==> config.mk <==
export PLATFORM = sky130hd
export DESIGN_NAME = r_rotate_seq
export DESIGN_NICKNAME = d
export VERILOG_FILES = /design/src/rtl/alu_pkg.sv /design/src/rtl/r_rot_stage.sv /design/src/rtl/r_rotate_seq.sv
export SDC_FILE = /design/constraint.sdc
export NUM_CORES = 1
export LEC_CHECK = 0
export BUFFER_PORTS_ARGS = -buffer_cell sky130_fd_sc_hd__buf_4
export CAP_MARGIN = 40
export CORE_AREA = 5 5 78 80
export DETAILED_ROUTE_END_ITERATION = 8
export DIE_AREA = 0 0 83 85
export GPL_TIMING_DRIVEN = 0
export PLACE_DENSITY = 0.88
export SETUP_SLACK_MARGIN = 0.15
export SLEW_MARGIN = 20
export SYNTH_ARGS = -nofsm -noshare
export SYNTH_HDL_FRONTEND = slang
export SYNTH_SLANG_ARGS = --single-unit
==> constraint.sdc <==
create_clock -name clk -period 2.07 [get_ports clk]
set_input_delay 0.414 -clock clk [delete_from_list [all_inputs] [get_ports clk]]
set_output_delay 0.414 -clock clk [all_outputs]
set_load 0.03 [all_outputs]
==> src/rtl/alu_pkg.sv <==
// Shared definitions for the execute-stage shift/rotate units: operation
// codes, the sequencer state encoding and the datapath widths.
package alu_pkg;

  localparam int ALU_N = 16;
  localparam int ALU_C = 4;

  localparam logic [1:0] OP_ROR = 2'b00;
  localparam logic [1:0] OP_SRL = 2'b01;
  localparam logic [1:0] OP_SRA = 2'b10;

  typedef enum logic [1:0] {
    IDLE = 2'd0,
    BUSY = 2'd1,
    DONE = 2'd2
  } state_e;

endpackage

==> src/rtl/r_rot_stage.sv <==
// One combinational log-step of a 16-bit right mover: moves the operand right
// by 2^k when enabled, filling per operation (wrap, zero or sign).
module r_rot_stage
  import alu_pkg::*;
(
  input  logic [15:0] In,
  input  logic [1:0]  k,
  input  logic        enable,
  input  logic [1:0]  Op,
  input  logic        sign,
  output logic [15:0] Out
);

  logic [3:0]  amt;
  logic [31:0] rot_ext;
  logic [15:0] shr;
  logic [15:0] fill;
  logic [15:0] moved;

  always_comb begin
    amt     = 4'd1 << k;
    // Rotating the doubled word lets the wrapped low bits fall into place.
    rot_ext = {In, In} >> amt;
    shr     = In >> amt;
    fill    = ~(16'hFFFF >> amt);
    case (Op)
      OP_SRL:  moved = shr;
      OP_SRA:  moved = sign ? (shr | fill) : shr;
      default: moved = rot_ext[15:0];
    endcase
    Out = enable ? moved : In;
  end

endmodule

==> src/rtl/r_rotate_seq.sv <==
// Iterative 16-bit right rotate/shift: one log-step per clock over four
// cycles, with a valid/ready handshake on both sides and fixed latency.
module r_rotate_seq
  import alu_pkg::*;
#(
  parameter int N = ALU_N,
  parameter int C = ALU_C
) (
  input  logic         clk,
  input  logic         rst_n,
  input  logic         in_valid,
  output logic         in_ready,
  input  logic [N-1:0] In,
  input  logic [C-1:0] Cnt,
  input  logic [1:0]   Op,
  output logic         out_valid,
  input  logic         out_ready,
  output logic [N-1:0] Out,
  output logic         Zero
);

  state_e       state_q, state_d;
  logic [1:0]   step_q, step_d;
  logic [N-1:0] data_q, data_d;
  logic [C-1:0] cnt_q, cnt_d;
  logic [1:0]   op_q, op_d;
  logic         sign_q, sign_d;
  logic [N-1:0] stage_out;

  // The single stage is time-shared: step selects which Cnt bit and amount.
  r_rot_stage u_stage (
    .In     (data_q),
    .k      (step_q),
    .enable (cnt_q[step_q]),
    .Op     (op_q),
    .sign   (sign_q),
    .Out    (stage_out)
  );

  always_ff @(posedge clk or negedge rst_n) begin
    if (!rst_n) begin
      state_q <= IDLE;
      step_q  <= 2'd0;
      data_q  <= '0;
      cnt_q   <= '0;
      op_q    <= 2'b00;
      sign_q  <= 1'b0;
    end else begin
      state_q <= state_d;
      step_q  <= step_d;
      data_q  <= data_d;
      cnt_q   <= cnt_d;
      op_q    <= op_d;
      sign_q  <= sign_d;
    end
  end

  always_comb begin
    state_d = state_q;
    step_d  = step_q;
    data_d  = data_q;
    cnt_d   = cnt_q;
    op_d    = op_q;
    sign_d  = sign_q;
    case (state_q)
      IDLE: begin
        if (in_valid) begin
          data_d  = In;
          cnt_d   = Cnt;
          op_d    = Op;
          sign_d  = In[N-1];
          step_d  = 2'd0;
          state_d = BUSY;
        end
      end
      BUSY: begin
        data_d = stage_out;
        step_d = step_q + 2'd1;
        if (step_q == 2'd3) state_d = DONE;
      end
      DONE: begin
        // A request arriving alongside out_ready waits for the next IDLE cycle.
        if (out_ready) state_d = IDLE;
      end
      default: state_d = IDLE;
    endcase
  end

  assign in_ready  = (state_q == IDLE);
  assign out_valid = (state_q == DONE);
  assign Out       = data_q;
  assign Zero      = (data_q == '0);

endmodule
==> qor.csv, run 1 <==
stage;metric;value;unit
grt;grt_use_total;28.33;%
die;die_w;83;um
synth;synthesis.instances;320;
critical_path;cp-start-kind;flip-flop;
sta;fin_crit;2.154;ns
grt;grt_remaining_overflow;0;
sta;fmaxAchievable;464.3;MHz
grt;use_met1;35.13;%
placed_design;dp_hpwl;7.157;mm
status;violations;negative setup slack;
grt;use_met2;48.54;%
clocking;insertion_delay;0.28;ns
synth;syn-num-nets;356;
detailed_routing;drc;0;
die;rows;27;
grt;top_usage_layer;met2;
critical_path;rr_endpoint;Out[10]$_DFFE_PN0P_;
clocking;clk_pin_slew;0.09;ns
synth;avgSynthCellArea;8.414;um^2
job;drv_cap;0;
placed_design;dpl_worst_slack;-0.2866;ns
critical_path;worstReg2RegStart;step_q[0]$_DFFE_PN0P_;
finish;nNetsFinal;430;
critical_path;critPathArrivalTime;2.35;ns
sta;hold_viol_final;0;
sta;rsz0062_at_grt;yes;
die;start_util;50.45;%
clocking;htreeDepth;1;
synth;syn-cell-area;2693;um^2
detailed_routing;drtPass1Iterations;5;
clocking;clk_path_buf_depth;2;
finish;layout-drive-gt1-share;43.51;%
synth;ys.flop_type;dfrtp_1;
synth;synth-seq-cells;27;
placed_design;gp_congestion;1.034;
sta;setup_viol;12;
hold_path;min_path_type;primary input to async pin;
critical_path;crit_path_end_kind;flip-flop;
clocking;numCtsBuffers;3;
die;dieArea;7055;um^2
clocking;cts_tree;built;
detailed_routing;wl;10.46;mm
detailed_routing;viasPerCell;6.796;
grt;grt_pass1_wl;16.02;mm
die;die_h;85;um
status;status;complete, but fails checks;
grt;grt_antenna_before_repair;0;
sta;slew_violations;0;
placed_design;dp_cells;436;
synth;yosysWarnings;0;
detailed_routing;drt_iter0_drc;292;
sta;relSlewSlack;53.90;%
sta;min_period_over_period;104.1;%
die;core;5338;um^2
clocking;clock-sinks;27;
grt;grt_pass1_vias;2987;
detailed_routing;ant_nets;0;
grt;grtUsageMet3;4.951;%
critical_path;ff2ff_setup_slack;-0.08;ns
finish;antenna_cells;0;
critical_path;critical_path_class;flip-flop to flip-flop;
detailed_routing;routedWlPerCell;22.50;um
clocking;clockRootBuffer;clkbuf_8;
sta;worst_slack;-0.08391;ns
sta;finalClockSkew;0.003310;ns
sta;worst_slew_pin_slew;0.6842;ns
placed_design;portBuffers;44;
clocking;hold_buffers;0;
critical_path;reg2reg_depth;9;
finish;fin_cells;465;
finish;areaGrowthSynthToFinish;43.91;%
detailed_routing;dr_total_vias;3160;
die;num_io_pins;45;
synth;ys_async_sr_fraction;100.0;%
synth;synth-seq-area-share;25.09;%
critical_path;critical_path.max_fanout;9;
critical_path;crit_required;2.27;ns
synth;synth.distinct_cells;64;
grt;grt_max_degree;28;
synth;synth-edff-count;0;
-- metal layers --
metal | routed length (um) | vias up | share of wire [%]
met5 | 0 | - | 0
met1 | 3925 | 1518 | 38
li1 | - | 1349 | -
met4 | 417 | 0 | 4.0
met3 | 1100 | 49 | 11
met2 | 5017 | 244 | 48
-- synthesized netlist by cell type, drive strengths merged, types with 2 or more instances --
library cell	instances	area share, %
a211o	2	0.65
a211oi	5	1.6
a21o	6	1.7
a21oi	15	2.9
a221oi	3	0.98
a22o	3	0.98
a22oi	6	1.7
a2bb2oi	3	0.98
a31oi	4	0.93
a32oi	2	0.65
and2	4	0.93
and3	2	0.46
buf	14	4.2
clkbuf	8	1.1
dfrtp	27	25
ha	10	4.6
inv	9	1.3
mux2	13	6.0
mux2i	21	8.1
nand2	40	5.8
nand2b	5	1.2
nor2	20	2.8
nor2b	11	2.6
nor3	6	1.1
nor4	6	1.4
o211ai	3	0.84
o21ai	26	4.8
o22ai	13	3.5
o2bb2ai	8	2.6
o31a	2	0.65
or2	3	0.79
or3	2	0.46
-- how the worst max path moves through the flow --
stage                     endpoint  slack (ns)  depth (start not counted)                  start
2_1_floorplan  Out[15]$_DFFE_PN0P_        0.13                          8  step_q[1]$_DFFE_PN0P_
3_3_place_gp    Out[4]$_DFFE_PN0P_       -0.24                         10  step_q[0]$_DFFE_PN0P_
3_5_place_dp    Out[4]$_DFFE_PN0P_       -0.29                         10  step_q[0]$_DFFE_PN0P_
4_1_cts        Out[10]$_DFFE_PN0P_       -0.04                          9  step_q[1]$_DFFE_PN0P_
5_1_grt         Out[9]$_DFFE_PN0P_       -0.18                          8  step_q[0]$_DFFE_PN0P_
6_report       Out[10]$_DFFE_PN0P_       -0.08                          9  step_q[0]$_DFFE_PN0P_
-- cell usage in the layout (no fill, tap or decap), types with 4 or more instances in the layout --
cell type / n
o22ai_1: 6
nor2_1: 18
dfrtp_1: 25
mux2i_2: 6
mux2i_1: 9
buf_4: 65
a211oi_2: 5
a31oi_1: 4
a21o_1: 6
o2bb2ai_1: 7
nor2b_1: 9
clkbuf_1: 4
nor4_1: 5
buf_2: 4
buf_8: 4
o21ai_1: 7
ha_1: 6
a21oi_1: 14
o21ai_0: 16
mux2i_4: 6
buf_6: 6
o22ai_2: 6
mux2_4: 9
nand2_1: 37
ha_4: 4
inv_1: 5
-- worst max-delay path, cell delays in order, from the launching register on --
cell	delay, ns
dfrtp_2	0.46
clkinv_4	0.10
ha_4	0.17
buf_12	0.14
buf_12	0.14
mux2i_4	0.19
a22o_1	0.22
a211oi_2	0.27
a22oi_1	0.16
a31oi_1	0.21
-- area by class of cell --
| class | instances | area, um^2 |
|---|---|---|
| Multi-Input combinational cell | 262 | 2218 |
| Fill cell | 430 | 1463 |
| Sequential cell | 27 | 678.2 |
| Timing Repair Buffer | 69 | 593.1 |
| Buffer | 22 | 197.7 |
| Tap cell | 72 | 90.09 |
| Inverter | 9 | 51.30 |
| Clock buffer | 3 | 41.29 |
| Clock inverter | 1 | 5.005 |
-- metrics by stage --
| step | cell area, um^2 | hold slack [ns] | setup TNS, ns | utilization (%) |
|---|---|---|---|---|
| final | 3875 | 0.03276 | -0.5733 | 72.60 |
| after global placement | 3187 | 0.3492 | -1.656 | 59.70 |
| after CTS | 3667 | 0.04705 | -0.1913 | 68.71 |
| after detailed placement | 3187 | 0.3513 | -1.821 | 59.70 |
| after global routing | 3875 | 0.05434 | -1.628 | 72.60 |
| after floorplan | 2766 | 0.1184 | 0 | - |
-- sequential cells by signal, summed over array words and instances, names as in the netlist --
name and count:
Out 16, cnt_q 4, op_q 2, sign_q 1
state_q 2, step_q 2
-- kinds of logic after synthesis --
logic type / after synthesis / share of synthesized area (%)
AO/OA/AOI/OAI: 111 / 29.09
adder cells (fa/ha/maj): 10 / 4.647
buffers and inverters: 31 / 6.598
flip-flops: 27 / 25.09
multiplexers: 35 / 14.92
AND/OR/NAND/NOR: 106 / 19.66
-- what timing repair did --
action / 4_1_cts / 5_1_grt
pin swaps: 17 / 17
cloned: 1 / 2
buffers inserted: 18 / 4
resized for setup: 60 / 36
setup endpoints to repair: 17 / 17
Power of run 1 is left out: the tool's default activity adds up to more than one toggle a clock period on the data nets, which glitch-free logic cannot reach.
==> run 2: changes to the inputs <==
--- a/config.mk
+++ b/config.mk
@@ -9,5 +9,5 @@
 export CAP_MARGIN = 40
-export CORE_AREA = 5 5 78 80
+export CORE_AREA = 2 2 75 77
 export DETAILED_ROUTE_END_ITERATION = 8
-export DIE_AREA = 0 0 83 85
+export DIE_AREA = 0 0 77 79
 export GPL_TIMING_DRIVEN = 0
==> constraint.sdc (replaced) <==
create_clock -name clk -period 2.07 [get_ports clk]
set_input_delay 0.1035 -clock clk [delete_from_list [all_inputs] [get_ports clk]]
set_output_delay 0.1035 -clock clk [all_outputs]
set_load 0.03 [all_outputs]
==> qor.csv, run 2 (synthesis results as in run 1) <==
stage;metric;value;unit;change
status;status;complete, but fails checks;;
status;violations;negative setup slack;;
critical_path;reg2reg_depth;9;;unchanged
placed_design;dpl_worst_slack;-0.2843;ns;+0.002315 ns
clocking;clockRootBuffer;clkbuf_8;;
sta;fin_crit;2.166;ns;+0.01247 ns
die;rows;27;;unchanged
grt;grt_use_total;33.35;%;+5.0 points
die;start_util;50.45;%;unchanged
clocking;clk_pin_slew;0.09;ns;about the same
critical_path;crit_required;2.23;ns;-0.04 ns
finish;seqCellArea;678.2;um^2;unchanged
grt;grt_max_degree;28;;unchanged
detailed_routing;routedWlPerCell;22.01;um;-2.2%
critical_path;critical_path.max_fanout;6;;-3
finish;layout-drive-gt1-share;43.14;%;-0.37 points
clocking;cts_tree;built;;
detailed_routing;wl;10.41;mm;-0.50%
grt;grt_remaining_overflow;0;;unchanged
sta;slew_violations;0;;unchanged
clocking;htreeDepth;1;;unchanged
sta;worst_slack;-0.09638;ns;-0.01247 ns
die;die_w;77;um;-7.2%
detailed_routing;dr_total_vias;3121;;-1.2%
die;num_io_pins;45;;unchanged
clocking;clk_path_buf_depth;2;;unchanged
finish;largest_reg_flops;16;;unchanged
detailed_routing;viasPerCell;6.598;;-2.9%
sta;finalClockSkew;0.001629;ns;-0.001680 ns
die;die_h;79;um;-7.1%
grt;grt_pass1_vias;3080;;+3.1%
detailed_routing;drtPass1Iterations;5;;unchanged
critical_path;worstReg2RegStart;step_q[0]$_DFFE_PN0P_;;
hold_path;min_path_type;primary input to flip-flop;;
clocking;clock-sinks;27;;unchanged
critical_path;critical_path_class;flip-flop to flip-flop;;
finish;layout.cells.most_common_list;buf_4 (71), nand2_1 (36), dfrtp_1 (25);;
sta;setup_viol;12;;unchanged
finish;multi_input_area;2220;um^2;about the same
detailed_routing;ant_nets;0;;unchanged
critical_path;crit_path_end_kind;flip-flop;;
critical_path;cp-start-kind;flip-flop;;
placed_design;portBuffers;44;;unchanged
die;dieArea;6083;um^2;-14%
sta;hold_viol_final;0;;unchanged
clocking;numCtsBuffers;3;;unchanged
finish;nNetsFinal;438;;+1.9%
finish;areaGrowthSynthToFinish;44.75;%;
placed_design;gp_congestion;1.022;;-1.1%
finish;nFillCells;414;;-3.7%
sta;fin_tns_setup;-0.5802;ns;-0.006921 ns
finish;layout_commonest_cell;buf_4;;
grt;grt_pass1_wl;16.04;mm;about the same
sta;relSlewSlack;52.09;%;-1.8 points
critical_path;ff2ff_setup_slack;-0.1;ns;about the same
detailed_routing;drt_iter0_drc;363;;+24%
die;core;5338;um^2;unchanged
sta;min_period_over_period;104.7;%;+0.60 points
clocking;insertion_delay;0.28;ns;about the same
hold_path;hold_start;Cnt[2];;
critical_path;critPathArrivalTime;2.32;ns;-0.03 ns
sta;worst_slew_pin_slew;0.7111;ns;+0.02688 ns
placed_design;dp_hpwl;6.880;mm;-3.9%
detailed_routing;drc;0;;unchanged
critical_path;crit_end;Out[5]$_DFFE_PN0P_;;
critical_path;startpoint;step_q[0]$_DFFE_PN0P_;;
sta;rsz0062_at_grt;yes;;
critical_path;rr_endpoint;Out[5]$_DFFE_PN0P_;;
sta;fmaxAchievable;461.6;MHz;-0.58%
grt;grt_antenna_before_repair;0;;unchanged
finish;antenna_cells;0;;unchanged
job;drv_cap;0;;unchanged
sta;holdWs;0.004969;ns;-0.02779 ns
run 2: cell types whose count changed in the layout (fill, tap and decap cells not counted), moves of 2 or more:
cell / before / now
clkbuf_1: 4 / 6
buf_6: 6 / 8
a21oi_1: 14 / 12
clkbuf_16: 2 / 0
buf_4: 65 / 71
mux2i_2: 6 / 3
mux2i_4: 6 / 8
a21oi_2: 1 / 3
buf_8: 4 / 6
clkinv_4: 2 / 0
inv_4: 0 / 2
run 2: stage by stage:
stage / cell area, um^2 / utilization [%] / instances
2_1_floorplan: 2766 / - / 320
3_3_place_gp: 3187 / 59.70 / 436
3_5_place_dp: 3187 / 59.70 / 436
4_1_cts: 3720 / 69.69 / 466
5_1_grt: 3897 / 73.02 / 473
6_report: 3897 / 73.02 / 473
run 2: routing by layer:
layer | routed length [um] | global-route usage (%)
met5 | 0 | 0
met4 | 334 | 12.32
met3 | 956 | 5.341
met2 | 4997 | 57.28
met1 | 4121 | 42.52
run 2: how the worst min path moves through the flow:
stage                                 to  cells past startpoint  slack, ns
detailed placement  cnt_q[0]$_DFFE_PN0P_                      1       0.04
finish              cnt_q[2]$_DFFE_PN0P_                      3      0.005
CTS                 cnt_q[2]$_DFFE_PN0P_                      3      0.009
global placement    cnt_q[1]$_DFFE_PN0P_                      1       0.04
floorplan             Out[0]$_DFFE_PN0P_                      0      -0.19
global route        cnt_q[3]$_DFFE_PN0P_                      3      0.005
run 2: repair_timing:
item | CTS | global route
setup endpoints to repair | 17 | 16
gates resized for setup | 69 | 25
hold endpoints to repair | 27 | 0
hold buffers | 1 | 0
buffers inserted | 23 | 7
pin swaps | 21 | 9
gates cloned | 2 | 0
run 2: layout make-up:
class | instances | area share, %
Buffer | 22 | 5.201
Clock buffer | 4 | 1.156
Inverter | 9 | 1.091
Multi-Input combinational cell | 262 | 56.95
Sequential cell | 27 | 17.40
Tap cell | 72 | 2.311
Timing Repair Buffer | 77 | 15.89
run 2: worst max-delay path, stage by stage, from the launching register on:
cell	delay, ns
dfrtp_2	0.48
inv_4	0.11
ha_4	0.13
buf_8	0.12
buf_8	0.13
clkinvlp_4	0.15
a32oi_2	0.23
o211ai_1	0.20
a2111oi_2	0.39
a21oi_1	0.09
Power of run 2 is left out for the same reason.
